[src/rtl/ibex_csr_access_seq.sv]
// ibex_csr_access_seq: sequences one read-modify-write access to a CSR primitive
//
// Ports:
//   clk_i, rst_ni          clock (rising edge), asynchronous active-low reset
//   req_valid_i/ready_o    request handshake; req_addr_i, req_op_i, req_wdata_i
//                          (op: 00 read, 01 write, 10 set, 11 clear)
//   rsp_valid_o/ready_i    response handshake; rsp_rdata_o (value before access),
//                          rsp_error_o
//   csr_addr_o, csr_wr_en_o, csr_wr_data_o, csr_mstatus_en_o   CSR primitive controls
//   csr_rd_data_i, csr_rd_error_i                              CSR primitive read side
//   err_cnt_o              saturating count of errored responses
module ibex_csr_access_seq #(
    parameter int unsigned Width       = 32,
    parameter logic [11:0] MstatusAddr = 12'h300
) (
    input  logic             clk_i,
    input  logic             rst_ni,
    input  logic             req_valid_i,
    output logic             req_ready_o,
    input  logic [11:0]      req_addr_i,
    input  logic [1:0]       req_op_i,
    input  logic [Width-1:0] req_wdata_i,
    output logic             rsp_valid_o,
    input  logic             rsp_ready_i,
    output logic [Width-1:0] rsp_rdata_o,
    output logic             rsp_error_o,
    output logic [11:0]      csr_addr_o,
    output logic             csr_wr_en_o,
    output logic [Width-1:0] csr_wr_data_o,
    output logic             csr_mstatus_en_o,
    input  logic [Width-1:0] csr_rd_data_i,
    input  logic             csr_rd_error_i,
    output logic [7:0]       err_cnt_o
);
    localparam logic [2:0] IDLE = 3'd0;
    localparam logic [2:0] RD   = 3'd1;
    localparam logic [2:0] WR   = 3'd2;
    localparam logic [2:0] CHK  = 3'd3;
    localparam logic [2:0] RSP  = 3'd4;

    logic [2:0]       state_q, state_d;
    logic [11:0]      addr_q;
    logic [1:0]       op_q;
    logic [Width-1:0] wdata_q, old_q;
    logic             err_q;
    logic [7:0]       err_cnt_q;
    logic             illegal, no_write, hs;

    // Top two address bits 11 mark read-only CSRs; any modifying op is illegal.
    assign illegal  = (op_q != 2'b00) && (addr_q[11:10] == 2'b11);
    // A read-side error during RD also suppresses the write.
    assign no_write = (op_q == 2'b00) || (op_q[1] && (wdata_q == '0)) || illegal || csr_rd_error_i;

    always_comb begin
        state_d = state_q;
        case (state_q)
            IDLE:    state_d = req_valid_i ? RD : IDLE;
            RD:      state_d = no_write ? RSP : WR;
            WR:      state_d = CHK;
            CHK:     state_d = RSP;
            RSP:     state_d = rsp_ready_i ? IDLE : RSP;
            default: state_d = IDLE;
        endcase
    end

    assign req_ready_o      = state_q == IDLE;
    assign csr_addr_o       = (state_q == RD || state_q == WR || state_q == CHK) ? addr_q : 12'h000;
    assign csr_wr_en_o      = state_q == WR;
    assign csr_mstatus_en_o = csr_wr_en_o && (addr_q == MstatusAddr);
    assign csr_wr_data_o    = !csr_wr_en_o      ? '0 :
                              op_q == 2'b01     ? wdata_q :
                              op_q == 2'b10     ? (old_q | wdata_q) : (old_q & ~wdata_q);
    assign rsp_valid_o      = state_q == RSP;
    assign rsp_rdata_o      = rsp_valid_o ? old_q : '0;
    assign rsp_error_o      = rsp_valid_o && (err_q || illegal);
    assign hs               = rsp_valid_o && rsp_ready_i;
    assign err_cnt_o        = err_cnt_q;

    always_ff @(posedge clk_i or negedge rst_ni) begin
        if (!rst_ni) begin
            state_q   <= IDLE;
            addr_q    <= 12'h000;
            op_q      <= 2'b00;
            wdata_q   <= '0;
            old_q     <= '0;
            err_q     <= 1'b0;
            err_cnt_q <= 8'h00;
        end else begin
            state_q <= state_d;
            if (state_q == IDLE && req_valid_i) begin
                addr_q  <= req_addr_i;
                op_q    <= req_op_i;
                wdata_q <= req_wdata_i;
            end
            if (state_q == RD) begin
                old_q <= csr_rd_data_i;
                err_q <= csr_rd_error_i;
            end
            if (state_q == CHK) err_q <= err_q | csr_rd_error_i;
            if (hs && rsp_error_o && err_cnt_q != 8'hFF) err_cnt_q <= err_cnt_q + 8'd1;
        end
    end
endmodule

[config.mk]
export PLATFORM = sky130hd
export DESIGN_NAME = ibex_csr_access_seq
export DESIGN_NICKNAME = d
export VERILOG_FILES = /design/src/rtl/ibex_csr_access_seq.sv
export SDC_FILE = /design/constraint.sdc
export NUM_CORES = 1
export LEC_CHECK = 0
export BUFFER_PORTS_ARGS = -buffer_cell sky130_fd_sc_hd__buf_4
export CORE_MARGIN = 2
export CORE_UTILIZATION = 44
export DETAILED_ROUTE_END_ITERATION = 16
export GPL_TIMING_DRIVEN = 0
export PLACE_DENSITY = 0.78
export SLEW_MARGIN = 10
export SYNTH_ARGS = -nofsm -noshare
export SYNTH_HDL_FRONTEND = slang
export SYNTH_SLANG_ARGS = --single-unit
export TNS_END_PERCENT = 5
[constraint.sdc]
create_clock -name clk_i -period 1.5 [get_ports clk_i]
set_input_delay 0.075 -clock clk_i [delete_from_list [all_inputs] [get_ports clk_i]]
set_output_delay 0.075 -clock clk_i [all_outputs]
set_load 0.05 [all_outputs]
==> impl_metrics.tcl <==
set metrics [dict create \
    status "complete, but fails checks" \
    violations "setup timing" \
    grt_pass1_wl_um 24100 \
    combPwrFrac_pct 62.2 \
    async_reset_ff_share_pct 100 \
    fin_area_um2 8040 \
    clock_latency_ns 0.36 \
    ant_nets 0 \
    totalWireLength_um 16000 \
    min-delay-path-class "primary input to register" \
    setup_viol 160 \
    crit_end "csr_wr_data_o[21]" \
    critPathLaunch "op_q[0]" \
    syn-mean-instance-area_um2 11.3 \
    fin_crit_sh_pct 125 \
    fillerInstances 533 \
    drv_slew 0 \
    pin_count 172 \
    p_sw_share_pct 45.2 \
    timing.fmax_ghz 0.535 \
    critPathMaxFanout 10 \
    yosysUniqueCellTypes 36 \
    synthCells 398 \
    ys_top_cells_by_area "dfrtp_1 (50%), mux2_2 (20%), and2_1 (6.3%), nand3b_1 (5.4%), a21oi_1 (3.6%)" \
    setup_tns_ns -28.68 \
    place_area_um2 6070 \
    worstPathRequired_ns 1.42 \
    r2r_cells 6 \
    areaGrowthSynthToFinish_pct 79.4 \
    reg2reg_slack_ns -0.24 \
    power_frac_seq_pct 28.9 \
    numCtsBuffers 9 \
    p_leak_nw 3.57 \
    grt_pass1_vias 4608 \
    clockPowerShare_pct 9.0 \
    switching_power_mw 7.68 \
    synth_top_area_share_pct 50.3 \
    synth_edf_count 0 \
    htreeDepth 3 \
    power_density_nw_per_um2 2120 \
    overflow 0 \
    drive_gt1_share_pct 57.1 \
    cts_tree "done" \
    nets 757 \
    dieArea_um2 11000 \
    start_util_pct 45.6 \
    intPower_mw 9.32 \
    dp_slack_ns -0.427 \
    layout_setup_ws_ns -0.369 \
    path_class "register to output pin" \
    r2r_start "state_q[1]" \
    cts_buffer_depth 2 \
    fin_util_pct 81.9 \
    grt_setup_unrepaired "yes" \
    synth_top_flop_cell "dfrtp_1" \
    fp.coreArea_um2 9820 \
    root_buffer "clkbuf_8" \
    ir_worst_vdd_uv 1320 \
    r2r_end "wdata_q[30]" \
    arrival_ns 1.79 \
    yosysTopAreaCell "dfrtp_1" \
    routedWlPerCell_um 19.8 \
    synth.net_count 482 \
    worst_pin_slew_ns 0.836 \
    yosysSeqAreaShare_pct 50.3 \
    start_kind "register" \
    die_h_um 105 \
    avgViaCountPerCell 5.33 \
    fin_skew_ns 0.00585 \
    total_power_mw 17.0 \
    drtPass1Iterations 4 \
    syn_area_um2 4480 \
    grt_antenna_before_repair 0 \
    hold_violations 0 \
    clkSlewWorstSetupHoldPaths_ns 0.09 \
    row_count 36 \
    grt_max_degree 91 \
    relSlewSlack_pct 44.2 \
    drtIter0Drc 165 \
    endpoint_kind "output pin" \
    layout_min_cycle_time_ns 1.87 \
    route.detailed.drc 0 \
    yosys_warnings 0 \
    synth-seq-cells 90 \
    vias 4326 \
    hpwl_um 9090 \
    num_antenna_cells 0 \
    gp_congestion 0.876 \
    cap_violations 0 \
    port_buffers 171 \
    grt_usage_pct 28.2 \
    cts.sinks 90 \
    die_w_um 105 \
]
==> worst min-delay path by stage <==
stage / startpoint / end / slack, ns / depth (start not counted)
after floorplan: rst_ni / addr_q[0] / -0.22 / 0
after global placement: csr_rd_data_i[27] / old_q[27] / 0.31 / 2
after detailed placement: csr_rd_data_i[25] / old_q[25] / 0.31 / 2
after CTS: rsp_ready_i / state_q[2] / 0.12 / 3
after global routing: rsp_ready_i / state_q[2] / 0.13 / 3
final: rsp_ready_i / state_q[2] / 0.13 / 3
==> layout make-up <==
cell class                      count  area, µm²  area share (%)
Sequential cell                    90       2260            28.1
Inverter                            3       16.3           0.202
Tap cell                          133        166            2.07
Clock inverter                      5       30.0           0.373
Multi-Input combinational cell    284       2520            31.4
Timing Repair Buffer              264       2610            32.5
Buffer                             21        292            3.63
Clock buffer                       11        141            1.76
==> power groups by stage <==
stage	sequential [mW]	clock (mW)	combinational, mW
after floorplan	4.53	0	5.83
after global placement	4.67	0	7.78
after detailed placement	4.75	0	7.96
after CTS	4.75	1.55	9.59
after global routing	5.08	1.64	11.1
final	4.91	1.52	10.6
==> cell usage in the layout (no fill, tap or decap), types with 26 or more instances in the layout <==
cell type      synthesis  layout
buf_4                  1     102
dfrtp_1               90      85
dlygate4sd3_1          0      80
buf_6                  3      60
mux2_2                80      52
buf_8                  0      33
nand2_1               38      33
nand3b_1              32      32
a21oi_2                0      30
mux2_4                 0      28
and2_4                 0      26
==> flip-flops by register name, summed over array words and instances, names as in the netlist <==
| signal | count |
|---|---|
| old_q | 32 |
| wdata_q | 32 |
| addr_q | 12 |
| err_cnt_o | 8 |
| state_q | 3 |
| op_q | 2 |
| err_q | 1 |
==> cell usage after synthesis, types with 4 or more instances <==
cell type and number:
dfrtp_1 90, mux2_2 80, and2_1 45, nand2_1 38, a21oi_1 32, nand3b_1 32
clkbuf_1 12, nor4_1 9, nor2_1 8, nor3_1 6, xor2_1 6, buf_2 4
nand3_1 4
==> metrics by stage <==
stage          hold slack [ns]  std cells
6_report                 0.133        811
2_1_floorplan           -0.221        398
3_3_place_gp             0.308        702
5_1_grt                  0.127        811
3_5_place_dp             0.311        702
4_1_cts                  0.120        802
==> worst max-delay path: stages (launching register included) <==
cell and delay, ns:
dfrtp_2 0.48, xor2_4 0.25, buf_12 0.14, buf_8 0.13, nand2_1 0.08, a21oi_2 0.16
buf_6 0.18
==> timing repair <==
| item | CTS | global route |
|---|---|---|
| cloned | 0 | 1 |
| buffers inserted | 4 | 8 |
| endpoints found under the setup margin | 161 | 168 |
| endpoints found under the hold margin | 169 | 0 |
| resized for setup | 170 | 81 |
| hold buffers | 80 | 0 |
| pin swaps | 7 | 11 |
==> metal layers <==
metal	routed length, µm	track usage (%)	up-vias
met2	8450	48.8	181
met1	6140	34.0	2151
met5	0	0	-
li1	-	-	1953
met4	602	14.8	0
met3	837	4.18	41
==> cells by family (layout without fill, tap and decap cells) <==
logic type / count (synthesis) / in the layout / synth area share [%]
compound gates: 43 / 43 / 5.67
xor+xnor: 6 / 6 / 1.17
fa+ha+maj: 1 / 1 / 0.279
buf+inv: 24 / 304 / 2.71
flops: 90 / 90 / 50.3
mux: 80 / 80 / 20.1
simple gates: 154 / 154 / 19.8
(Power assumes the default switching activity.)
